==> src/rtl/cursor_pkg.sv <==
// rtl/cursor_pkg.sv - shared types and encodings for the cursor sequencer
package cursor_pkg;

  typedef enum logic [1:0] {IDLE, STEP, GAP, SHOT} state_t;
  typedef enum logic [2:0] {NONE, UP, DOWN, LEFT, RIGHT} dir_t;

  localparam logic ADD_INC = 1'b0;
  localparam logic ADD_DEC = 1'b1;

  function automatic logic dir_is_row(dir_t d);
    return (d == UP) || (d == DOWN);
  endfunction

  function automatic logic dir_is_dec(dir_t d);
    return (d == UP) || (d == LEFT);
  endfunction

endpackage

==> src/rtl/cursor_ctrl_btn_repeat.sv <==
// rtl/cursor_ctrl_btn_repeat.sv - direction press detection, capture and auto-repeat timer
module btn_repeat
  import cursor_pkg::*;
#(
  parameter int REPEAT_DLY = 25_000_000,
  parameter int REPEAT_PER = 10_000_000
) (
  input  logic clk,
  input  logic rst,
  input  logic btn_up,
  input  logic btn_down,
  input  logic btn_left,
  input  logic btn_right,
  output logic move_req,
  output dir_t move_dir,
  output logic move_rpt
);

  localparam int TMAX = (REPEAT_DLY > REPEAT_PER) ? REPEAT_DLY : REPEAT_PER;
  localparam int TW   = $clog2(TMAX + 1);
  localparam logic [TW-1:0] T_ONE = TW'(1);

  logic [3:0]    lvl;
  logic [3:0]    lvl_q;
  logic [3:0]    press;
  dir_t          press_dir;
  dir_t          cap_dir;
  logic [TW-1:0] timer;
  logic          held;
  logic          rpt;

  assign lvl   = {btn_right, btn_left, btn_down, btn_up};
  assign press = lvl & ~lvl_q;

  always_comb begin
    press_dir = NONE;
    if (press[0])      press_dir = UP;
    else if (press[1]) press_dir = DOWN;
    else if (press[2]) press_dir = LEFT;
    else if (press[3]) press_dir = RIGHT;
  end

  always_comb begin
    held = 1'b0;
    case (cap_dir)
      UP:      held = btn_up;
      DOWN:    held = btn_down;
      LEFT:    held = btn_left;
      RIGHT:   held = btn_right;
      default: held = 1'b0;
    endcase
  end

  // A fresh press always wins over a repeat of the old capture in the same cycle.
  assign rpt      = held && (timer == '0) && (press_dir == NONE);
  assign move_req = (press_dir != NONE) || rpt;
  assign move_dir = (press_dir != NONE) ? press_dir : cap_dir;
  assign move_rpt = rpt;

  always_ff @(posedge clk or posedge rst) begin
    if (rst) begin
      lvl_q   <= '0;
      cap_dir <= NONE;
      timer   <= '0;
    end else begin
      lvl_q <= lvl;
      if (press_dir != NONE) begin
        cap_dir <= press_dir;
        timer   <= TW'(REPEAT_DLY - 1);
      end else if (!held) begin
        cap_dir <= NONE;
        timer   <= '0;
      end else if (timer == '0) begin
        timer <= TW'(REPEAT_PER - 1);
      end else begin
        timer <= timer - T_ONE;
      end
    end
  end

endmodule

==> src/rtl/cursor_ctrl.sv <==
// rtl/cursor_ctrl.sv - cursor step/shot sequencer driving the row and column one-hot counters
module cursor_ctrl
  import cursor_pkg::*;
#(
  parameter int COUNT_WIRES = 2,
  parameter int ROW_INIT    = 0,
  parameter int COL_INIT    = 0,
  parameter int REPEAT_DLY  = 25_000_000,
  parameter int REPEAT_PER  = 10_000_000
) (
  input  logic                   clk,
  input  logic                   rst,
  input  logic                   btn_up,
  input  logic                   btn_down,
  input  logic                   btn_left,
  input  logic                   btn_right,
  input  logic                   btn_fire,
  input  logic                   shot_ack,
  output logic                   row_en,
  output logic                   col_en,
  output logic                   add_n,
  output logic                   step,
  output logic                   shot_valid,
  output logic [COUNT_WIRES-1:0] shot_row,
  output logic [COUNT_WIRES-1:0] shot_col,
  output logic [COUNT_WIRES-1:0] cur_row,
  output logic [COUNT_WIRES-1:0] cur_col,
  output logic                   busy
);

  localparam logic [COUNT_WIRES-1:0] POS_MAX = '1;
  localparam logic [COUNT_WIRES-1:0] POS_ONE = COUNT_WIRES'(1);

  state_t state, state_d;
  dir_t   dir_q, dir_d;
  dir_t   rpt_dir, rpt_dir_d;
  dir_t   move_dir;
  logic   rpt_pend, rpt_pend_d;
  logic   fire_pend, fire_pend_d;
  logic   fire_q, fire_press;
  logic   move_req, move_rpt;

  btn_repeat #(
    .REPEAT_DLY(REPEAT_DLY),
    .REPEAT_PER(REPEAT_PER)
  ) u_btn_repeat (
    .clk      (clk),
    .rst      (rst),
    .btn_up   (btn_up),
    .btn_down (btn_down),
    .btn_left (btn_left),
    .btn_right(btn_right),
    .move_req (move_req),
    .move_dir (move_dir),
    .move_rpt (move_rpt)
  );

  assign fire_press = btn_fire && !fire_q;

  // A step is refused when it would wrap the one-hot counter.
  function automatic logic legal(dir_t d, logic [COUNT_WIRES-1:0] r, logic [COUNT_WIRES-1:0] c);
    case (d)
      UP:      return r != '0;
      DOWN:    return r != POS_MAX;
      LEFT:    return c != '0;
      RIGHT:   return c != POS_MAX;
      default: return 1'b0;
    endcase
  endfunction

  always_comb begin
    state_d     = state;
    dir_d       = dir_q;
    fire_pend_d = fire_pend;
    rpt_pend_d  = rpt_pend;
    rpt_dir_d   = rpt_dir;
    if (move_rpt) begin
      rpt_pend_d = 1'b1;
      rpt_dir_d  = move_dir;
    end
    case (state)
      IDLE: begin
        if (fire_pend || fire_press) begin
          state_d     = SHOT;
          fire_pend_d = 1'b0;
        end else begin
          rpt_pend_d = 1'b0;
          if (move_req && legal(move_dir, cur_row, cur_col)) begin
            state_d = STEP;
            dir_d   = move_dir;
          end else if (rpt_pend && legal(rpt_dir, cur_row, cur_col)) begin
            state_d = STEP;
            dir_d   = rpt_dir;
          end
        end
      end
      STEP:    state_d = GAP;
      GAP:     state_d = IDLE;
      SHOT:    if (shot_ack) state_d = IDLE;
      default: state_d = IDLE;
    endcase
    if (state != IDLE && fire_press) fire_pend_d = 1'b1;
  end

  always_ff @(posedge clk or posedge rst) begin
    if (rst) begin
      state      <= IDLE;
      dir_q      <= NONE;
      rpt_dir    <= NONE;
      rpt_pend   <= 1'b0;
      fire_pend  <= 1'b0;
      fire_q     <= 1'b0;
      step       <= 1'b0;
      row_en     <= 1'b0;
      col_en     <= 1'b0;
      add_n      <= ADD_INC;
      shot_valid <= 1'b0;
      busy       <= 1'b0;
      shot_row   <= '0;
      shot_col   <= '0;
      cur_row    <= COUNT_WIRES'(ROW_INIT);
      cur_col    <= COUNT_WIRES'(COL_INIT);
    end else begin
      state      <= state_d;
      dir_q      <= dir_d;
      rpt_dir    <= rpt_dir_d;
      rpt_pend   <= rpt_pend_d;
      fire_pend  <= fire_pend_d;
      fire_q     <= btn_fire;
      step       <= (state_d == STEP);
      row_en     <= (state_d == STEP) && dir_is_row(dir_d);
      col_en     <= (state_d == STEP) && !dir_is_row(dir_d);
      add_n      <= ((state_d == STEP) && dir_is_dec(dir_d)) ? ADD_DEC : ADD_INC;
      shot_valid <= (state_d == SHOT);
      busy       <= (state_d != IDLE);
      if (state == IDLE && state_d == SHOT) begin
        shot_row <= cur_row;
        shot_col <= cur_col;
      end
      // Mirror moves on the same edge that the counters see step.
      if (state == STEP) begin
        case (dir_q)
          UP:      cur_row <= cur_row - POS_ONE;
          DOWN:    cur_row <= cur_row + POS_ONE;
          LEFT:    cur_col <= cur_col - POS_ONE;
          RIGHT:   cur_col <= cur_col + POS_ONE;
          default: ;
        endcase
      end
    end
  end

endmodule

==> config.mk <==
export PLATFORM = sky130hd
export DESIGN_NAME = cursor_ctrl
export DESIGN_NICKNAME = d
export VERILOG_FILES = /design/src/rtl/cursor_pkg.sv /design/src/rtl/cursor_ctrl_btn_repeat.sv /design/src/rtl/cursor_ctrl.sv
export SDC_FILE = /design/constraint.sdc
export NUM_CORES = 1
export LEC_CHECK = 0
export ABC_AREA = 1
export CORE_UTILIZATION = 61
export CTS_BUF_LIST = sky130_fd_sc_hd__clkbuf_4 sky130_fd_sc_hd__clkbuf_8
export CTS_CLUSTER_DIAMETER = 120
export DETAILED_ROUTE_END_ITERATION = 8
export PLACE_DENSITY = 0.78
export SYNTH_ARGS = -nofsm -noshare
export SYNTH_HDL_FRONTEND = slang
export SYNTH_SLANG_ARGS = --single-unit
==> constraint.sdc <==
create_clock -name clk -period 1.95 [get_ports clk]
set_input_delay 0.39 -clock clk [delete_from_list [all_inputs] [get_ports clk]]
set_output_delay 0.39 -clock clk [all_outputs]
set_load 0.02 [all_outputs]
==> impl_metrics.tcl, run 1 <==
set metrics [dict create \
    gr-usage-met1_pct 38.1 \
    area_growth_pct 32.0 \
    stdcell_area_sq_mm 0.00401 \
    p_int_uw 2630 \
    worstPathArrival_ps 2110 \
    std_cell_rows 25 \
    initial_utilization_pct 63.9 \
    cap_viol_max_count 0 \
    syn_area_per_cell_sq_um 7.90 \
    viasPerCell 5.26 \
    grt_max_degree 20 \
    hp-class "input pin to flip-flop" \
    ys_types 29 \
    gr-max-usage-layer "met2" \
    p_sw_uw 1620 \
    worst_pin_slew_ps 349 \
    drtIter0Drc 188 \
    fin_util_pct 84.4 \
    final_common_cell "nand2_1" \
    syn_inst 385 \
    cts_root_buf "clkbuf_8" \
    slew_viol_final 0 \
    clock-sinks 57 \
    chipWidth_microns 72.6 \
    finalHoldWorstSlack_ps 263 \
    maxSlewHeadroom_pct 76.6 \
    r2r-end "u_btn_repeat.timer[24]" \
    io_pins 22 \
    hold_depth 1 \
    num_vias 2789 \
    die_h_microns 72.6 \
    r2r_setup_slack_ps 30 \
    grt_antenna_before_repair 0 \
    clkLatencyLatePin_ps 330 \
    routed_wl_microns 7150 \
    switching_share_pct 38.1 \
    syn_area_sq_mm 0.00304 \
    leakage_uw 0.00199 \
    cpPeakStageDelay_ps 400 \
    nNetsFinal 468 \
    cts_tree "built" \
    diodes 0 \
    dieArea_sq_mm 0.00527 \
    p_per_area_mw_per_mm2 1060 \
    power_frac_seq_pct 37.2 \
    cp-start-kind "flip-flop" \
    end_kind "flip-flop" \
    wl_per_cell_microns 13.5 \
    cts_buffer_depth 2 \
    r2r_start "u_btn_repeat.timer[12]" \
    hold_start "btn_up" \
    crit_fanout 7 \
    route.detailed.drc 0 \
    rsz0062_at_grt "yes" \
    crit_chain "or2_4 -> nor2_4 -> nand2_4 -> buf_4 -> nor4_4 -> nor2_2 -> inv_2 -> o21ai_0" \
    gr-usage-met3_pct 3.73 \
    synth.net_count 395 \
    synth_area_leaders "dfrtp_1, nand2_1, inv_1, nor2_1, o21ai_0" \
    cts_buffers 9 \
    vdd_ir_drop_max_mv 0.899 \
    synth_seq_area_share_pct 46.9 \
    ys_seq_elements 57 \
    fin_skew_ps 8.11 \
    core_sq_mm 0.00475 \
    max_freq_mhz 520 \
    crit_type "flip-flop to flip-flop" \
    final_cell_mix "nand2_1, dfrtp_1, inv_1" \
    ff2ff_path_depth 8 \
    final_hold_viol_count 0 \
    min_to "u_btn_repeat.lvl_q[0]" \
    ant_nets 0 \
    clk_pin_slew_worst_paths_ps 60 \
    status "completed" \
    first_pass_iters 4 \
    cp_slowest_cell "dfrtp_1" \
    grt_usage_pct 27.5 \
    period_minus_slack_ps 1920 \
    p_clk_share_pct 23.4 \
    gr-usage-met2_pct 43.6 \
    drive_gt1_share_pct 29.6 \
    ctsHtreeMaxLevel 3 \
    setup_viol 0 \
    synth_top_area_share_pct 46.9 \
    hpwl_microns 4860 \
    gp_congestion 0.864 \
    grt_pass1_wl_microns 11000 \
    worstPathRequired_ps 2130 \
    portBuffers 21 \
    overflow 0 \
    finalCritPeriodShare_pct 98.7 \
    grt_pass1_vias 2518 \
    p_comb_share_pct 39.4 \
    synth_warnings 0 \
    yosysTopAreaCell "dfrtp_1" \
    dpl_cell_area_sq_mm 0.00354 \
]
## power groups by stage
stage / Combinational (uW) / Clock, uW / Sequential [uW]
floorplan: 804 / 0 / 1710
global placement: 1430 / 0 / 1580
detailed placement: 1470 / 0 / 1590
CTS: 1490 / 1010 / 1570
global route: 1860 / 1060 / 1600
finish: 1670 / 997 / 1580
## state kept, by name (all words and copies together) (netlist names)
register and count:
state 2, fire_q 1, fire_pend 1, shot_valid 1
u_btn_repeat.cap_dir 3, col_en 1, rpt_pend 1, u_btn_repeat.lvl_q 4
cur_col 2, shot_col 2, add_n 1, row_en 1
dir_q 3, rpt_dir 3, shot_row 2, busy 1
cur_row 2, step 1, u_btn_repeat.timer 25
## worst max-delay path by stage
stage                            from                endpoint  cells after the start
6_report       u_btn_repeat.timer[12]  u_btn_repeat.timer[24]                      8
5_1_grt        u_btn_repeat.timer[19]                  row_en                     15
4_1_cts                      btn_down                   add_n                     15
3_5_place_dp                 btn_down                  row_en                     17
3_3_place_gp                 btn_down                  row_en                     17
2_1_floorplan                     rst                   add_n                      1
## critical path: cells and delay by family, from the launching register on
| kind | cells | cell delay [ps] |
|---|---|---|
| buf+inv | 2 | 270 |
| simple gates | 5 | 970 |
| flops | 1 | 400 |
| compound gates | 1 | 120 |
## timing repair
action,4_1_cts,5_1_grt
hold buffers,0,0
gates resized for setup,0,48
buffers inserted,0,17
setup endpoints to repair,0,12
## per-layer routing
layer	vias to the layer above	wire length, microns
met3	15	280
met2	64	3490
li1	1356	-
met4	0	148
met1	1354	3240
met5	-	0
## through the flow
stage / setup slack, ps / setup TNS [ps] / power, uW / cells
6_report: 25.6 / 0 / 4250 / 530
4_1_cts: 6.06 / 0 / 4070 / 513
2_1_floorplan: 160 / 0 / 2520 / 385
3_5_place_dp: -309 / -3460 / 3060 / 497
5_1_grt: -100 / -430 / 4520 / 530
3_3_place_gp: -234 / -2080 / 3010 / 497
## cell usage after synthesis
cell type   n
nand2_1    71
inv_2      14
nor3_2      2
clkbuf_1    1
xnor2_1     4
nor3_1      8
nor2_1     41
nand2_2    13
a31oi_1     1
o21ai_1     4
nand4_1     9
nand3_1    24
nor4_2      1
a21oi_1    12
nor4_1      1
nand3_2     2
dfrtp_1    57
o211ai_1    1
xor2_1     15
or2_4       1
nor2_4      4
nor2_2      5
inv_1      57
or2_1       2
a21oi_2     1
o31ai_1     1
o21ai_0    29
ha_1        2
nand2_4     2
## cell type report
cell class              instances  area [sq um]
multi-input cells             256          1490
flip-flops and latches         57          1430
fillers                       290           741
repair buffers                 63           564
inverters                      71           269
clock buffers                  13           166
well taps                      67          83.8
clock inverters                 3          15.0
## cells by family (layout without fill, tap and decap cells)
group           after synthesis  count (layout)  share of synthesized area, %
compound gates               49              49                          8.40
fa+ha+maj                     2               2                         0.823
xor+xnor                     19              19                          5.47
flops                        57              57                          46.9
buf+inv                      72             150                          8.89
simple gates                186             186                          29.5
(Power assumes the default switching activity.)
==> run 2: changes to the inputs <==
--- a/config.mk
+++ b/config.mk
@@ -6,11 +6,11 @@
 export NUM_CORES = 1
 export LEC_CHECK = 0
 export ABC_AREA = 1
-export CORE_UTILIZATION = 61
+export CORE_UTILIZATION = 40
 export CTS_BUF_LIST = sky130_fd_sc_hd__clkbuf_4 sky130_fd_sc_hd__clkbuf_8
 export CTS_CLUSTER_DIAMETER = 120
 export DETAILED_ROUTE_END_ITERATION = 8
-export PLACE_DENSITY = 0.78
+export PLACE_DENSITY = 0.54
 export SYNTH_ARGS = -nofsm -noshare
 export SYNTH_HDL_FRONTEND = slang
 export SYNTH_SLANG_ARGS = --single-unit
==> impl_metrics.tcl, run 2 (synthesis gave the netlist of run 1 again) <==
set metrics [dict create \
    status "completed" \
    core_sq_mm 0.00729 \
    wl_per_cell_microns 12.4 \
    rsz0062_at_grt "yes" \
    final_hold_viol_count 0 \
    cts_buffer_depth 2 \
    portBuffers 21 \
    routed_wl_microns 6910 \
    cp-start-kind "flip-flop" \
    clkLatencyLatePin_ps 340 \
    largest_reg_flops 25 \
    max_freq_mhz 525 \
    hold_depth 1 \
    final_common_cell "nand2_1" \
    fin_skew_ps 8.82 \
    crit_chain "or2_1 -> nor2_2 -> nand2_2 -> nor4_2 -> nor2_1 -> inv_1 -> o21ai_0" \
    viasPerCell 4.70 \
    ff2ff_path_depth 7 \
    cp_slowest_cell "nor4_2" \
    die_h_microns 89.2 \
    route.detailed.drc 0 \
    initial_utilization_pct 41.7 \
    chipWidth_microns 89.2 \
    end_kind "flip-flop" \
    pre_cts_ws_ps -306 \
    vdd_ir_drop_max_mv 0.889 \
    grt_antenna_before_repair 0 \
    clk_pin_slew_worst_paths_ps 70 \
    final_cell_mix "nand2_1, dfrtp_1, inv_1" \
    p_per_area_mw_per_mm2 1120 \
    cpPeakStageDelay_ps 440 \
    cts_root_buf "clkbuf_8" \
    min_to "u_btn_repeat.lvl_q[3]" \
    top_register "u_btn_repeat.timer" \
    crit_fanout 7 \
    ctsHoldBuffers 0 \
    stdcell_area_sq_mm 0.00403 \
    finalCritPeriodShare_pct 97.6 \
    finalWorstSetupSlack_ps 46.9 \
    fin_util_pct 55.2 \
    hpwl_microns 5070 \
    crit_family "simple AND/OR/NAND/NOR gates" \
    finalHoldWorstSlack_ps 252 \
    io_pins 22 \
    drtIter0Drc 83 \
    first_pass_iters 4 \
    n_fill_cell 706 \
    overflow 0 \
    slew_viol_final 0 \
    period_minus_slack_ps 1900 \
    worstPathArrival_ps 2110 \
    crit_type "flip-flop to flip-flop" \
    grt_pass1_wl_microns 11600 \
    hold_start "btn_right" \
    maxSlewHeadroom_pct 70.9 \
    r2r_start "u_btn_repeat.timer[6]" \
    p_total_uw 4520 \
    r2r_setup_slack_ps 50 \
    cts_buffers 9 \
    setup_viol 0 \
    area_growth_pct 32.4 \
    worst_pin_slew_ps 433 \
    num_vias 2625 \
    dieArea_sq_mm 0.00795 \
    cap_viol_max_count 0 \
    clock-sinks 57 \
    hp-class "input pin to flip-flop" \
    reg_top3 "u_btn_repeat.timer x25, u_btn_repeat.lvl_q x4" \
    nNetsFinal 466 \
    dpl_cell_area_sq_mm 0.00362 \
    ant_nets 0 \
    gp_congestion 0.806 \
    cts_tree "built" \
    grt_max_degree 45 \
    diodes 0 \
    std_cell_rows 31 \
    worstPathRequired_ps 2160 \
    ctsHtreeMaxLevel 3 \
    path_buf_inv 1 \
    grt_usage_pct 19.4 \
    grt_pass1_vias 2572 \
    leakage_uw 0.00196 \
    r2r-end "u_btn_repeat.timer[24]" \
    drive_gt1_share_pct 27.2 \
]
## run 2: cell count changes in the layout (fill, tap and decap cells not counted), moves of 2 or more
cell and delta:
inv_1 +2, bufinv_16 +2, nor2_2 -4, clkinvlp_4 +2, clkinv_2 -2, inv_2 -2, nor2_1 +4, clkbuf_4 -2
## run 2: through the flow
stage / std cells / TNS (ps)
2_1_floorplan: 385 / 0
3_3_place_gp: 536 / -2630
3_5_place_dp: 536 / -3200
4_1_cts: 551 / 0
5_1_grt: 559 / -399
6_report: 559 / 0
## run 2: per-layer routing
layer	global-route usage [%]	wire length (microns)
met2	32.9	3430
met5	0	0
met4	5.48	77
met3	5.63	201
met1	24.2	3210
## run 2: power breakdown
group | switching (uW) | internal [uW]
registers | 164 | 1410
clock network | 488 | 744
logic | 986 | 721
## run 2: area by class of cell
| cell class | count | area, sq um | area share (%) |
|---|---|---|---|
| Timing Repair Buffer | 61 | 533 | 13.2 |
| Inverter | 71 | 269 | 6.68 |
| Multi-Input combinational cell | 256 | 1460 | 36.2 |
| Sequential cell | 57 | 1430 | 35.4 |
| Tap cell | 99 | 124 | 3.08 |
| Clock inverter | 5 | 80.1 | 1.99 |
| Clock buffer | 10 | 138 | 3.42 |
## run 2: timing repair
action,4_1_cts,5_1_grt
buffers inserted,0,8
gates resized for setup,0,36
hold endpoints to repair,0,0
setup endpoints to repair,0,12
## run 2: worst max path at each step
stage,startpoint,endpoint,slack [ps],cells past startpoint
after floorplan,rst,add_n,160,1
after global placement,btn_left,row_en,-300,17
after detailed placement,btn_left,col_en,-310,16
after CTS,btn_left,row_en,40,17
after global routing,u_btn_repeat.timer[2],u_btn_repeat.timer[23],-70,12
final,u_btn_repeat.timer[6],u_btn_repeat.timer[24],50,7
==> run 3: changes to the inputs <==
--- a/config.mk
+++ b/config.mk
@@ -10,6 +10,7 @@
 export CTS_BUF_LIST = sky130_fd_sc_hd__clkbuf_4 sky130_fd_sc_hd__clkbuf_8
 export CTS_CLUSTER_DIAMETER = 120
 export DETAILED_ROUTE_END_ITERATION = 8
+export GPL_ROUTABILITY_DRIVEN = 0
 export PLACE_DENSITY = 0.54
 export SYNTH_ARGS = -nofsm -noshare
 export SYNTH_HDL_FRONTEND = slang
==> results of run 3 <==
Final layout, timing and power as in run 2 (identical DEF).
